[src/rtl/xadc_pkg.sv]
// xadc_pkg: definitions shared by the XADC DRP front end.
//   drp_state_t  : reader FSM states (IDLE / REQ / WAIT)
//   DRP_DATA_W   : DRP data bus width (16)
//   DRP_ADDR_W   : DRP address bus width (7)
//   XADC_ADDR_*  : status register addresses of the XADC primitive
package xadc_pkg;

    localparam int DRP_DATA_W = 16;
    localparam int DRP_ADDR_W = 7;

    localparam logic [DRP_ADDR_W-1:0] XADC_ADDR_TEMP   = 7'h00;
    localparam logic [DRP_ADDR_W-1:0] XADC_ADDR_VCCINT = 7'h01;
    localparam logic [DRP_ADDR_W-1:0] XADC_ADDR_VCCAUX = 7'h02;
    localparam logic [DRP_ADDR_W-1:0] XADC_ADDR_VPVN   = 7'h03;
    localparam logic [DRP_ADDR_W-1:0] XADC_ADDR_VREFP  = 7'h04;
    localparam logic [DRP_ADDR_W-1:0] XADC_ADDR_VREFN  = 7'h05;

    typedef enum logic [1:0] {
        ST_IDLE = 2'd0,
        ST_REQ  = 2'd1,
        ST_WAIT = 2'd2
    } drp_state_t;

endpackage

[src/rtl/xadc_drp_reader.sv]
// xadc_drp_reader: one DRP read of a fixed XADC status register per
// end-of-conversion strobe. The top N bits of the returned word are
// presented on data with a one-cycle data_valid pulse.
//
// Optional feature macro: XADC_DRP_TIMEOUT_EN
//   defined   -> a WAIT-cycle counter aborts reads that get no drdy within
//                TIMEOUT_CYCLES cycles and raises sticky timeout_err
//   undefined -> WAIT holds until drdy, timeout_err is tied low
//
// Ports:
//   clk, reset      clock, synchronous active-high reset
//   eoc             XADC end-of-conversion pulse
//   drdy, do_in     DRP read handshake / data from the XADC
//   den, dwe        DRP enable pulse / write enable (always 0)
//   daddr, di       DRP address (CHANNEL_ADDR) / write data (always 0)
//   data            last captured sample, held between reads
//   data_valid      one-cycle pulse when data updates
//   overrun         sticky: a conversion was dropped
//   timeout_err     sticky: a DRP read was aborted
//   clear_err       clears both sticky flags (a same-cycle set wins)
module xadc_drp_reader
    import xadc_pkg::*;
#(
    parameter int                    N              = 12,
    parameter logic [DRP_ADDR_W-1:0] CHANNEL_ADDR   = XADC_ADDR_VPVN,
    parameter int                    TIMEOUT_CYCLES = 64
) (
    input  logic                  clk,
    input  logic                  reset,
    input  logic                  eoc,
    input  logic                  drdy,
    input  logic [DRP_DATA_W-1:0] do_in,
    output logic                  den,
    output logic                  dwe,
    output logic [DRP_ADDR_W-1:0] daddr,
    output logic [DRP_DATA_W-1:0] di,
    output logic [N-1:0]          data,
    output logic                  data_valid,
    output logic                  overrun,
    output logic                  timeout_err,
    input  logic                  clear_err
);

    // Elaboration trap: an out-of-range parameter instantiates a module
    // that does not exist, so the build stops instead of misbehaving.
    if (N < 1 || N > DRP_DATA_W || TIMEOUT_CYCLES < 2) begin : g_param_check
        xadc_drp_reader_bad_parameter u_bad_param ();
    end

    drp_state_t state_q, state_d;
    logic       pending_q, pending_d;
    logic       busy, complete, abort;
    logic       den_d, overrun_set;

    // Low bits of the DRP word below the sample are intentionally dropped.
    logic unused_do_in;
    assign unused_do_in = ^do_in;

    assign dwe   = 1'b0;
    assign daddr = CHANNEL_ADDR;
    assign di    = '0;

    assign busy = (state_q != ST_IDLE);
    // drdy in REQ finishes the read exactly like drdy in WAIT.
    assign complete = busy && drdy;

`ifdef XADC_DRP_TIMEOUT_EN
    localparam int TMO_W = $clog2(TIMEOUT_CYCLES + 1);
    logic [TMO_W-1:0] tmo_cnt;

    // Clearing during REQ is the same as clearing on entry to WAIT, and it
    // also restarts the count for back-to-back reads.
    always_ff @(posedge clk) begin
        if (reset) begin
            tmo_cnt <= '0;
        end else if (state_q == ST_REQ) begin
            tmo_cnt <= '0;
        end else if (state_q == ST_WAIT && !drdy) begin
            tmo_cnt <= tmo_cnt + 1'b1;
        end
    end

    // Fires on the TIMEOUT_CYCLES-th WAIT cycle without drdy.
    assign abort = (state_q == ST_WAIT) && !drdy &&
                   (tmo_cnt == TMO_W'(TIMEOUT_CYCLES - 1));
`else
    assign abort = 1'b0;
`endif

    // State register
    always_ff @(posedge clk) begin
        if (reset) begin
            state_q   <= ST_IDLE;
            pending_q <= 1'b0;
        end else begin
            state_q   <= state_d;
            pending_q <= pending_d;
        end
    end

    // Next-state logic
    always_comb begin
        state_d   = state_q;
        pending_d = pending_q;
        case (state_q)
            ST_IDLE: begin
                if (eoc) state_d = ST_REQ;
            end
            ST_REQ, ST_WAIT: begin
                if (complete) begin
                    // An eoc in the completing cycle is still "busy": it
                    // becomes the next read, or is queued behind the one
                    // already pending.
                    state_d   = (pending_q || eoc) ? ST_REQ : ST_IDLE;
                    pending_d = pending_q && eoc;
                end else if (abort) begin
                    state_d   = ST_IDLE;
                    pending_d = 1'b0;
                end else begin
                    state_d = ST_WAIT;
                    if (eoc) pending_d = 1'b1;
                end
            end
            default: begin
                state_d   = ST_IDLE;
                pending_d = 1'b0;
            end
        endcase
    end

    // Output decode; registered below so no input reaches an output
    // combinationally.
    always_comb begin
        den_d = (state_d == ST_REQ);
        // A pending slot consumed this cycle frees room for the new eoc.
        overrun_set = busy && eoc && pending_q && !complete;
    end

    always_ff @(posedge clk) begin
        if (reset) begin
            den        <= 1'b0;
            data_valid <= 1'b0;
            data       <= '0;
            overrun    <= 1'b0;
        end else begin
            den        <= den_d;
            data_valid <= complete;
            if (complete) data <= do_in[DRP_DATA_W-1 -: N];
            overrun    <= overrun_set | (overrun & ~clear_err);
        end
    end

`ifdef XADC_DRP_TIMEOUT_EN
    always_ff @(posedge clk) begin
        if (reset) timeout_err <= 1'b0;
        else       timeout_err <= abort | (timeout_err & ~clear_err);
    end
`else
    assign timeout_err = 1'b0;
`endif

endmodule
[config.mk]
export PLATFORM = sky130hd
export DESIGN_NAME = xadc_drp_reader
export DESIGN_NICKNAME = d
export VERILOG_FILES = /design/src/rtl/xadc_pkg.sv /design/src/rtl/xadc_drp_reader.sv
export SDC_FILE = /design/constraint.sdc
export NUM_CORES = 1
export LEC_CHECK = 0
export CAP_MARGIN = 30
export CORE_UTILIZATION = 34
export CTS_CLUSTER_SIZE = 28
export DETAILED_ROUTE_END_ITERATION = 10
export PLACE_DENSITY = 0.78
export SETUP_SLACK_MARGIN = 0.15
export SLEW_MARGIN = 0
export SYNTH_ARGS = -nofsm -noshare
export SYNTH_HDL_FRONTEND = slang
export SYNTH_SLANG_ARGS = --single-unit
[constraint.sdc]
create_clock -name clk -period 1.65 [get_ports clk]
set_clock_uncertainty 0.15 [all_clocks]
set_input_delay 0.165 -clock clk [delete_from_list [all_inputs] [get_ports clk]]
set_output_delay 0.165 -clock clk [all_outputs]
set_load 0.01 [all_outputs]
==> out/results.ini <==
[clock_tree]
cts_tree = built
clkSinkCount = 18
ctsHoldBuffers = 0
cts-buffers-inserted = 3
clk_latency_ns = 0.29
cts_root_buf = clkbuf_4
clock_path_buffers = 2
clk_pin_slew_worst_paths_ns = 0.10
htree_levels = 1

[grt]
grt_antenna_before_repair = 0
grt_pass1_wl_mm = 2.26
grt_use_total_pct = 11.2
grt_pass1_vias = 579
grt_max_degree = 17
overflow = 0

[power_and_ir_drop]
internal_power_mw = 0.952
power_density_nw_per_um2 = 1150
p_clk_share_pct = 18.8
p_leak_nw = 0.684
seqPwrFrac_pct = 39.4
swShare_pct = 32.4
vdd_ir_drop_max_mv = 0.476
p_comb_share_pct = 41.8
power.switching_mw = 0.457

[timing]
rsz0062_at_grt = no
max_freq_mhz = 687
fin_setup_tns_ns = 0
fin_crit_ns = 1.46
slew_violations = 0
setup_violations = 0
finalCritPeriodShare_pct = 88.2
hold_viol_final = 0

[critical_path]
r2r_cells = 5
r2r-start = state_q[1]$_SDFF_PP0_
critPathLaunchType = register
reg2reg_to = den$_SDFF_PP0_
path_class = reg2reg
crit_path_start = state_q[1]$_SDFF_PP0_
endpoint_kind = register
cp_max_fo = 4
required_ns = 1.72
reg2reg_slack_ns = 0.19
critical_path_arrival_ns = 1.53

[drt]
vias_per_cell = 4.03
drt_wl_total_mm = 1.71
drcViolationCount = 0
met2_length_um = 875
wl_met3_um = 143
routed.top_layer = met3
dr.pass1.iters = 4
drt-met1-wl_um = 689
drt_iter0_markers = 5
ant_nets = 0
detail_route.wl_per_cell_um = 9.88
vias = 698

[synthesis]
synth_warnings = 0
synth-seq-cells = 18
synth.avg_cell_area_sq_um = 8.06
synth_area_sq_um = 887
synthCells = 110
seq_area_frac_synth_pct = 40.6
yosysUniqueCellTypes = 21

[floorplan]
ios = 61
rows = 18
die_x_um = 53.1
core_sq_um = 2480
start_util_pct = 35.8
die_y_um = 53.1
die_area_sq_um = 2820

[min_path]
hold_depth = 3
min_to = data[3]$_SDFFE_PP0P_
min_from = do_in[7]
hold_class = in2reg

[place]
dp_hpwl_mm = 1.27
port_buffers = 31
gp_congestion = 0.682

[final_layout]
num_antenna_cells = 0
final_common_cell = nand2_1
syn2layout_area_growth_pct = 37.8
final_core_util_pct = 49.3
layout_common_cells = nand2_1, conb_1, clkdlybuf4s50_1
fin_nets = 167
drive_above_1_share_pct = 10.5

[outcome]
status = completed

[run]
max-cap-violations = 0

per-layer routing:
metal  track usage (%)  vias to the layer above
met5                 0                        -
met4              5.26                        0
met3              1.72                        0
met2              21.7                       30
met1              11.4                      303
li1                  -                      365
synthesized netlist by cell type:
| cell type | number | share of area [%] |
|---|---|---|
| nor3_2 | 1 | 1.1 |
| dfxtp_1 | 18 | 41 |
| ha_1 | 2 | 2.8 |
| buf_4 | 27 | 23 |
| inv_1 | 2 | 0.85 |
| a211oi_1 | 1 | 0.85 |
| buf_1 | 1 | 0.42 |
| nand3_1 | 1 | 0.56 |
| or3_1 | 1 | 0.71 |
| nand2b_2 | 1 | 0.99 |
| and2b_1 | 1 | 0.85 |
| o2bb2ai_1 | 1 | 0.99 |
| nor2_1 | 3 | 1.3 |
| nand2b_1 | 1 | 0.71 |
| nand2_1 | 27 | 11 |
| a21oi_1 | 14 | 7.9 |
| clkbuf_1 | 1 | 0.42 |
| a31oi_1 | 1 | 0.71 |
| nor3b_1 | 2 | 1.7 |
| conb_1 | 2 | 0.85 |
| nor2b_1 | 2 | 1.4 |
repair_timing:
action                     in CTS  in global routing
resized for setup               7                 12
buffers inserted                0                  2
pin swaps                       0                  2
setup endpoints to repair      16                 12
worst max path at each step:
stage	slack, ns	end
floorplan	0.22	den$_SDFF_PP0_
global placement	0.1	data[5]$_SDFFE_PP0P_
detailed placement	0.03	data[5]$_SDFFE_PP0P_
CTS	0.16	data[5]
global route	0.14	den$_SDFF_PP0_
finish	0.19	den$_SDFF_PP0_
power by group through the flow:
| stage | clock, mW | combinational, mW | sequential, mW |
|---|---|---|---|
| after global placement | 0 | 0.507 | 0.563 |
| after floorplan | 0 | 0.337 | 0.592 |
| final | 0.264 | 0.590 | 0.556 |
| after CTS | 0.269 | 0.561 | 0.563 |
| after detailed placement | 0 | 0.522 | 0.569 |
| after global routing | 0.297 | 0.651 | 0.563 |
final cells by class:
| cell class | count | area [sq um] |
|---|---|---|
| fill | 230 | 1250 |
| multi-input combinational | 84 | 414 |
| timing repair buffer | 35 | 364 |
| sequential | 18 | 363 |
| tap | 30 | 37.5 |
| clock buffer | 4 | 36.3 |
| inverter | 2 | 7.51 |
flip-flops by register name (all words and copies together), names as in the netlist:
name,cells
den,1
data,12
overrun,1
state_q,2
pending_q,1
data_valid,1
cells by family after synthesis:
kind of cell | after synthesis | synth area share (%)
buffers and inverters | 31 | 24.5
adder cells (fa/ha/maj) | 2 | 2.82
AO/OA/AOI/OAI | 17 | 10.4
flip-flops | 18 | 40.6
other | 2 | 0.847
AND/OR/NAND/NOR | 40 | 20.7
metrics by stage:
stage	setup slack [ns]	instance area (sq um)	std cells	hold WS, ns	power [mW]
finish	0.194	1220	173	0.265	1.41
CTS	0.159	1170	171	0.260	1.39
global route	0.141	1220	173	0.274	1.51
detailed placement	0.0340	1130	167	0.298	1.09
global placement	0.0972	1130	167	0.291	1.07
floorplan	0.222	973	133	0.151	0.929
critical path, stage by stage, from the launching register on:
cell     delay (ns)
dfxtp_2        0.35
inv_1          0.06
ha_4           0.28
a21oi_1        0.06
or3_4          0.39
nor3_2         0.10
Note: power is estimated with default switching activity, not from simulation.
